==> src/rtl/light_pkg.sv <==
// light_pkg -- shared types and helpers for the N-level light controller.
//
// Contents:
//   rpt_state_e : auto-repeat FSM state (IDLE, HOLD, REPEAT)
//   cnt_width() : bits needed by the auto-repeat counter, which only ever
//                 holds values 0 .. max(HOLD_CYC, RPT_CYC)-1
package light_pkg;

    typedef enum logic [1:0] {
        IDLE   = 2'd0,
        HOLD   = 2'd1,
        REPEAT = 2'd2
    } rpt_state_e;

    function automatic int cnt_width(input int hold_cyc, input int rpt_cyc);
        int mx;
        mx = (hold_cyc > rpt_cyc) ? hold_cyc : rpt_cyc;
        if (mx < 2) begin
            return 1;
        end
        return $clog2(mx);
    endfunction

endpackage

==> src/rtl/btn_sync_edge.sv <==
// btn_sync_edge -- synchroniser plus rising-edge detector for one raw button.
//
// Ports:
//   clk_i   : clock
//   rst_ni  : asynchronous active-low reset, clears every flop
//   btn_i   : raw asynchronous button level, active-high
//   sync_o  : button level after SYNC_STAGES flops
//   press_o : one-cycle pulse in the first cycle sync_o is high
module btn_sync_edge #(
    parameter int SYNC_STAGES = 2
) (
    input  logic clk_i,
    input  logic rst_ni,
    input  logic btn_i,
    output logic sync_o,
    output logic press_o
);

    logic [SYNC_STAGES-1:0] sync_q;
    logic                   prev_q;

    always_ff @(posedge clk_i or negedge rst_ni) begin
        if (!rst_ni) begin
            sync_q <= '0;
            prev_q <= 1'b0;
        end else begin
            sync_q <= {sync_q[SYNC_STAGES-2:0], btn_i};
            prev_q <= sync_q[SYNC_STAGES-1];
        end
    end

    assign sync_o  = sync_q[SYNC_STAGES-1];
    // Combinational pulse so the level register can act on it at the next edge.
    assign press_o = sync_q[SYNC_STAGES-1] & ~prev_q;

endmodule

==> src/rtl/light_nlvl_ctrl.sv <==
// light_nlvl_ctrl -- N-level light controller with button conditioning.
//
// Two raw buttons are synchronised and edge-detected; each valid press moves
// the brightness level one step up or down, saturating or wrapping at the
// ends. Optional auto-repeat (build macro LIGHT_AUTOREPEAT_EN) keeps stepping
// while a button stays held: first repeat HOLD_CYC cycles after the press
// step, then every RPT_CYC cycles.
//
// Ports:
//   clk      : rising-edge clock
//   reset    : asynchronous active-low reset
//   btn_up   : raw up button, active-high
//   btn_down : raw down button, active-high
//   light    : current level (0 = off), registered
//   at_max   : light == LEVELS-1, registered
//   at_min   : light == 0, registered
//   step     : one-cycle pulse in the cycle light changed
module light_nlvl_ctrl #(
    parameter  int LEVELS      = 4,
    parameter  int WRAP        = 0,
    parameter  int SYNC_STAGES = 2,
    parameter  int HOLD_CYC    = 1000,
    parameter  int RPT_CYC     = 250,
    localparam int LW          = $clog2(LEVELS)
) (
    input  logic          clk,
    input  logic          reset,
    input  logic          btn_up,
    input  logic          btn_down,
    output logic [LW-1:0] light,
    output logic          at_max,
    output logic          at_min,
    output logic          step
);

    import light_pkg::*;

    if (LEVELS < 2 || SYNC_STAGES < 2 || HOLD_CYC < 2 || RPT_CYC < 2 ||
        (WRAP != 0 && WRAP != 1)) begin : g_bad_params
        $error("light_nlvl_ctrl: illegal parameter value");
    end

    localparam logic [LW-1:0] MAX_LVL = LW'(LEVELS - 1);

    logic up_sync, up_press, dn_sync, dn_press;

    btn_sync_edge #(.SYNC_STAGES(SYNC_STAGES)) u_up (
        .clk_i   (clk),
        .rst_ni  (reset),
        .btn_i   (btn_up),
        .sync_o  (up_sync),
        .press_o (up_press)
    );

    btn_sync_edge #(.SYNC_STAGES(SYNC_STAGES)) u_dn (
        .clk_i   (clk),
        .rst_ni  (reset),
        .btn_i   (btn_down),
        .sync_o  (dn_sync),
        .press_o (dn_press)
    );

    // A press only counts while the opposite button is released.
    logic up_req, dn_req;
    assign up_req = up_press & ~dn_sync;
    assign dn_req = dn_press & ~up_sync;

    logic mv_req;  // move the level this cycle
    logic mv_up;   // direction of that move

`ifdef LIGHT_AUTOREPEAT_EN
    localparam int CW = cnt_width(HOLD_CYC, RPT_CYC);

    rpt_state_e    state_q;
    logic [CW-1:0] cnt_q;
    logic          dir_up_q;
    logic          abort, rpt_fire;

    // Leaving the hold: the held button dropped or the other one is high.
    assign abort = dir_up_q ? (~up_sync | dn_sync) : (~dn_sync | up_sync);

    always_comb begin
        rpt_fire = 1'b0;
        if (!(up_req || dn_req) && !abort) begin
            case (state_q)
                HOLD:    rpt_fire = (cnt_q == CW'(HOLD_CYC - 1));
                REPEAT:  rpt_fire = (cnt_q == CW'(RPT_CYC - 1));
                default: rpt_fire = 1'b0;
            endcase
        end
    end

    always_ff @(posedge clk or negedge reset) begin
        if (!reset) begin
            state_q  <= IDLE;
            cnt_q    <= '0;
            dir_up_q <= 1'b0;
        end else if (up_req || dn_req) begin
            // A fresh valid press always (re)starts the hold timing.
            state_q  <= HOLD;
            cnt_q    <= '0;
            dir_up_q <= up_req;
        end else begin
            case (state_q)
                HOLD, REPEAT: begin
                    if (abort) begin
                        state_q <= IDLE;
                        cnt_q   <= '0;
                    end else if (rpt_fire) begin
                        state_q <= REPEAT;
                        cnt_q   <= '0;
                    end else begin
                        cnt_q   <= cnt_q + CW'(1);
                    end
                end
                default: begin
                    state_q <= IDLE;
                    cnt_q   <= '0;
                end
            endcase
        end
    end

    assign mv_req = up_req | dn_req | rpt_fire;
    assign mv_up  = (up_req || dn_req) ? up_req : dir_up_q;
`else
    assign mv_req = up_req | dn_req;
    assign mv_up  = up_req;
`endif

    logic [LW-1:0] light_d, light_q;
    logic          at_max_q, at_min_q, step_q;

    always_comb begin
        light_d = light_q;
        if (mv_req) begin
            if (mv_up) begin
                if (light_q == MAX_LVL) begin
                    light_d = (WRAP != 0) ? '0 : light_q;
                end else begin
                    light_d = light_q + LW'(1);
                end
            end else begin
                if (light_q == '0) begin
                    light_d = (WRAP != 0) ? MAX_LVL : light_q;
                end else begin
                    light_d = light_q - LW'(1);
                end
            end
        end
    end

    always_ff @(posedge clk or negedge reset) begin
        if (!reset) begin
            light_q  <= '0;
            at_max_q <= 1'b0;
            at_min_q <= 1'b1;
            step_q   <= 1'b0;
        end else begin
            light_q  <= light_d;
            at_max_q <= (light_d == MAX_LVL);
            at_min_q <= (light_d == '0);
            step_q   <= (light_d != light_q);
        end
    end

    assign light  = light_q;
    assign at_max = at_max_q;
    assign at_min = at_min_q;
    assign step   = step_q;

endmodule
==> config.mk <==
export PLATFORM = sky130hd
export DESIGN_NAME = light_nlvl_ctrl
export DESIGN_NICKNAME = d
export VERILOG_FILES = /design/src/rtl/light_pkg.sv /design/src/rtl/btn_sync_edge.sv /design/src/rtl/light_nlvl_ctrl.sv
export SDC_FILE = /design/constraint.sdc
export NUM_CORES = 1
export LEC_CHECK = 0
export ABC_CLOCK_PERIOD_IN_PS = 2300
export CAP_MARGIN = 20
export CORE_AREA = 4 4 41 43
export DETAILED_ROUTE_END_ITERATION = 10
export DIE_AREA = 0 0 45 47
export PLACE_DENSITY_LB_ADDON = 0.08
export SETUP_SLACK_MARGIN = 0.02
export SYNTH_ARGS = -nofsm -noshare
export SYNTH_HDL_FRONTEND = slang
export SYNTH_HIERARCHICAL = 1
export SYNTH_SLANG_ARGS = --single-unit
==> constraint.sdc <==
create_clock -name clk -period 2.3 [get_ports clk]
set_input_delay 0.345 -clock clk [delete_from_list [all_inputs] [get_ports clk]]
set_output_delay 0.345 -clock clk [all_outputs]
set_load 0.05 [all_outputs]
==> results.cfg <==
[status]
outcome = finished, final reports clean

[placement]
place.gp.congestion = 0.740
place_inst = 51
io_buffer_count = 8
dpl.hpwl_um = 456

[yosys]
syn_nets = 32
ys_seq_area_share_pct = 70.6
syn_inst = 28
synth-seq-cells = 11
avgSynthCellArea_um2 = 14.0
syn_area_um2 = 392
synth_cell_types = 15
yosysWarnings = 6

[timing]
post-route-min-period_ps = 1920
max_freq_mhz = 520
fin_crit_sh_pct = 83.6
fin_worst_skew_ps = 1.74
setup_viol_count_final = 0
grt_setup_unrepaired = no
worst_pin_slew_ps = 511
fin_setup_tns_ps = 0
slew_viol_final = 0
slew_headroom_pct = 65.8
finalHoldViolCount = 0

[die]
core_area_um2 = 1300
dieHeight_um = 47
ios = 9
die_width_um = 45
rows = 13
initial_core_util_pct = 30.1
fp.dieArea_um2 = 2120

[power_and_ir_drop]
p_leak_uw = 0.000225
ir_drop_v = 0.000446
p_per_area_nw_per_um2 = 1160

[final_layout]
num-nets-final = 45
fin_util_pct = 39.7
areaGrowthSynthToFinish_pct = 31.9
drive_gt1_share_pct = 20.0
stdcell_count = 55
diodes = 0

[clock_network]
cts_resized = 0
cts.clk_slew.worst_paths_ps = 60
cts_tree = done
cts.sinks = 11
postCtsHoldBufs = 0
clock_path_buffers = 2
root_buffer = clkbuf_4
post_cts_buffers = 0
htree_levels = 1
clkLatencyLatePin_ps = 260
cts_made_buffers = 3

[drt]
drc = 0
first_pass_iters = 2
vias = 245
ant_nets = 0
vias_per_cell = 4.45
wl_per_cell_um = 11.0
wirelength_um = 603
drt-initial-drc-count = 2

[critical_path]
critPathKind = reg2out
cp.required_ps = 1960
cp_slowest_stage_delay_ps = 850
r2r_slack_ps = 1180
rr_startpoint = u_dn/sync_q[1]
path_delay_family = buffers and inverters
worst_setup_path_end_kind = primary output
worst-path-buf-inv = 1
critPathLaunchType = flop
path_cells = clkdlybuf4s50_1
arrival_ps = 1580
r2r_end = light[0]
rr_worst_depth = 4
slowest_stage = clkdlybuf4s50_1
worstSetupStartpoint = light[0]
path_max_fanout = 8

[grt]
grt_overflow_total = 0
grtUsageMet1_pct = 8.11
grt_util_met3_pct = 4.21
grt_usage_pct = 7.87
grt_antenna_before_repair = 0
grt_pass1_wl_mm = 1.06
top_usage_layer = met4
grt_pass1_vias = 240
grt_util_met2_pct = 9.89
grt_max_degree = 12

[worst_hold_path]
hold_depth = 0
worstHoldStart = u_dn/sync_q[0]
min_to = u_dn/sync_q[1]
min_path_type = reg2reg

[flow_run]
drv_cap = 0
==> registers in the layout (all words and copies together) (netlist names) <==
name         cells
u_dn/prev_q      1
light            2
step             1
u_up/sync_q      2
u_up/prev_q      1
at_min           1
u_dn/sync_q      2
at_max           1
==> placed cells by master (no fill, tap or decap), drive strengths merged <==
master	synthesis	final
inv	1	1
dfrtp	10	10
o21a	1	1
nor3	1	1
clkdlybuf4s50	0	8
nor2	1	1
nor2b	2	2
o21ai	3	3
dfstp	1	1
nand2b	2	2
a21oi	2	2
and3	1	1
clkbuf	0	4
nand2	2	2
a311o	1	1
==> per-stage QoR <==
stage | power, µW | worst slack (ps) | hold slack (ps) | cell area, µm²
2_1_floorplan | 404 | 1040 | 49.4 | 392
3_3_place_gp | 474 | 671 | 333 | 490
3_5_place_dp | 481 | 659 | 337 | 490
4_1_cts | 610 | 363 | 351 | 517
5_1_grt | 637 | 296 | 353 | 517
6_report | 602 | 377 | 355 | 517
==> cells by family after synthesis <==
logic type | Yosys count | share of synthesized area, %
AOI/OAI and AO/OA | 7 | 11.8
buffers and inverters | 1 | 0.958
DFF | 11 | 70.6
and+or+nand+nor | 9 | 16.6
==> cell usage after synthesis <==
library cell  number  share of area, %
nor2b_4            2               7.0
nand2b_1           1               1.6
a21oi_1            1               1.3
a21oi_2            1               2.2
nor2_1             1              0.96
dfstp_2            1               6.7
nand2b_2           1               2.2
dfrtp_1           10                64
nor3_1             1               1.3
a311o_1            1               2.6
o21a_1             1               1.9
and3_1             1               1.6
o21ai_0            3               3.8
nand2_1            2               1.9
inv_1              1              0.96
==> per-layer routing <==
| metal | vias to the layer above | share of wire [%] |
|---|---|---|
| met5 | - | 0 |
| met4 | 0 | 4.5 |
| met3 | 4 | 10 |
| met2 | 9 | 46 |
| met1 | 115 | 39 |
| li1 | 117 | - |
==> report_power, final <==
part           internal [µW]  total [µW]  switching (µW)
clock                   67.1         127            59.9
sequential               231         258            26.6
combinational           72.8         217             144
==> cell type report <==
type / count / area, µm²
fillers: 133 / 785
repair buffers: 8 / 80.1
inverters: 1 / 3.75
multi-input cells: 16 / 111
flip-flops and latches: 11 / 277
clock buffers: 4 / 26.3
well taps: 15 / 18.8
==> how the worst max path moves through the flow <==
| stage | end | slack (ps) | cells past startpoint |
|---|---|---|---|
| 2_1_floorplan | light[0] | 1040 | 3 |
| 3_3_place_gp | at_min | 670 | 1 |
| 3_5_place_dp | light[0] | 660 | 1 |
| 6_report | light[0] | 380 | 1 |
| 5_1_grt | light[0] | 300 | 1 |
| 4_1_cts | light[0] | 360 | 1 |
(Power assumes the default switching activity.)
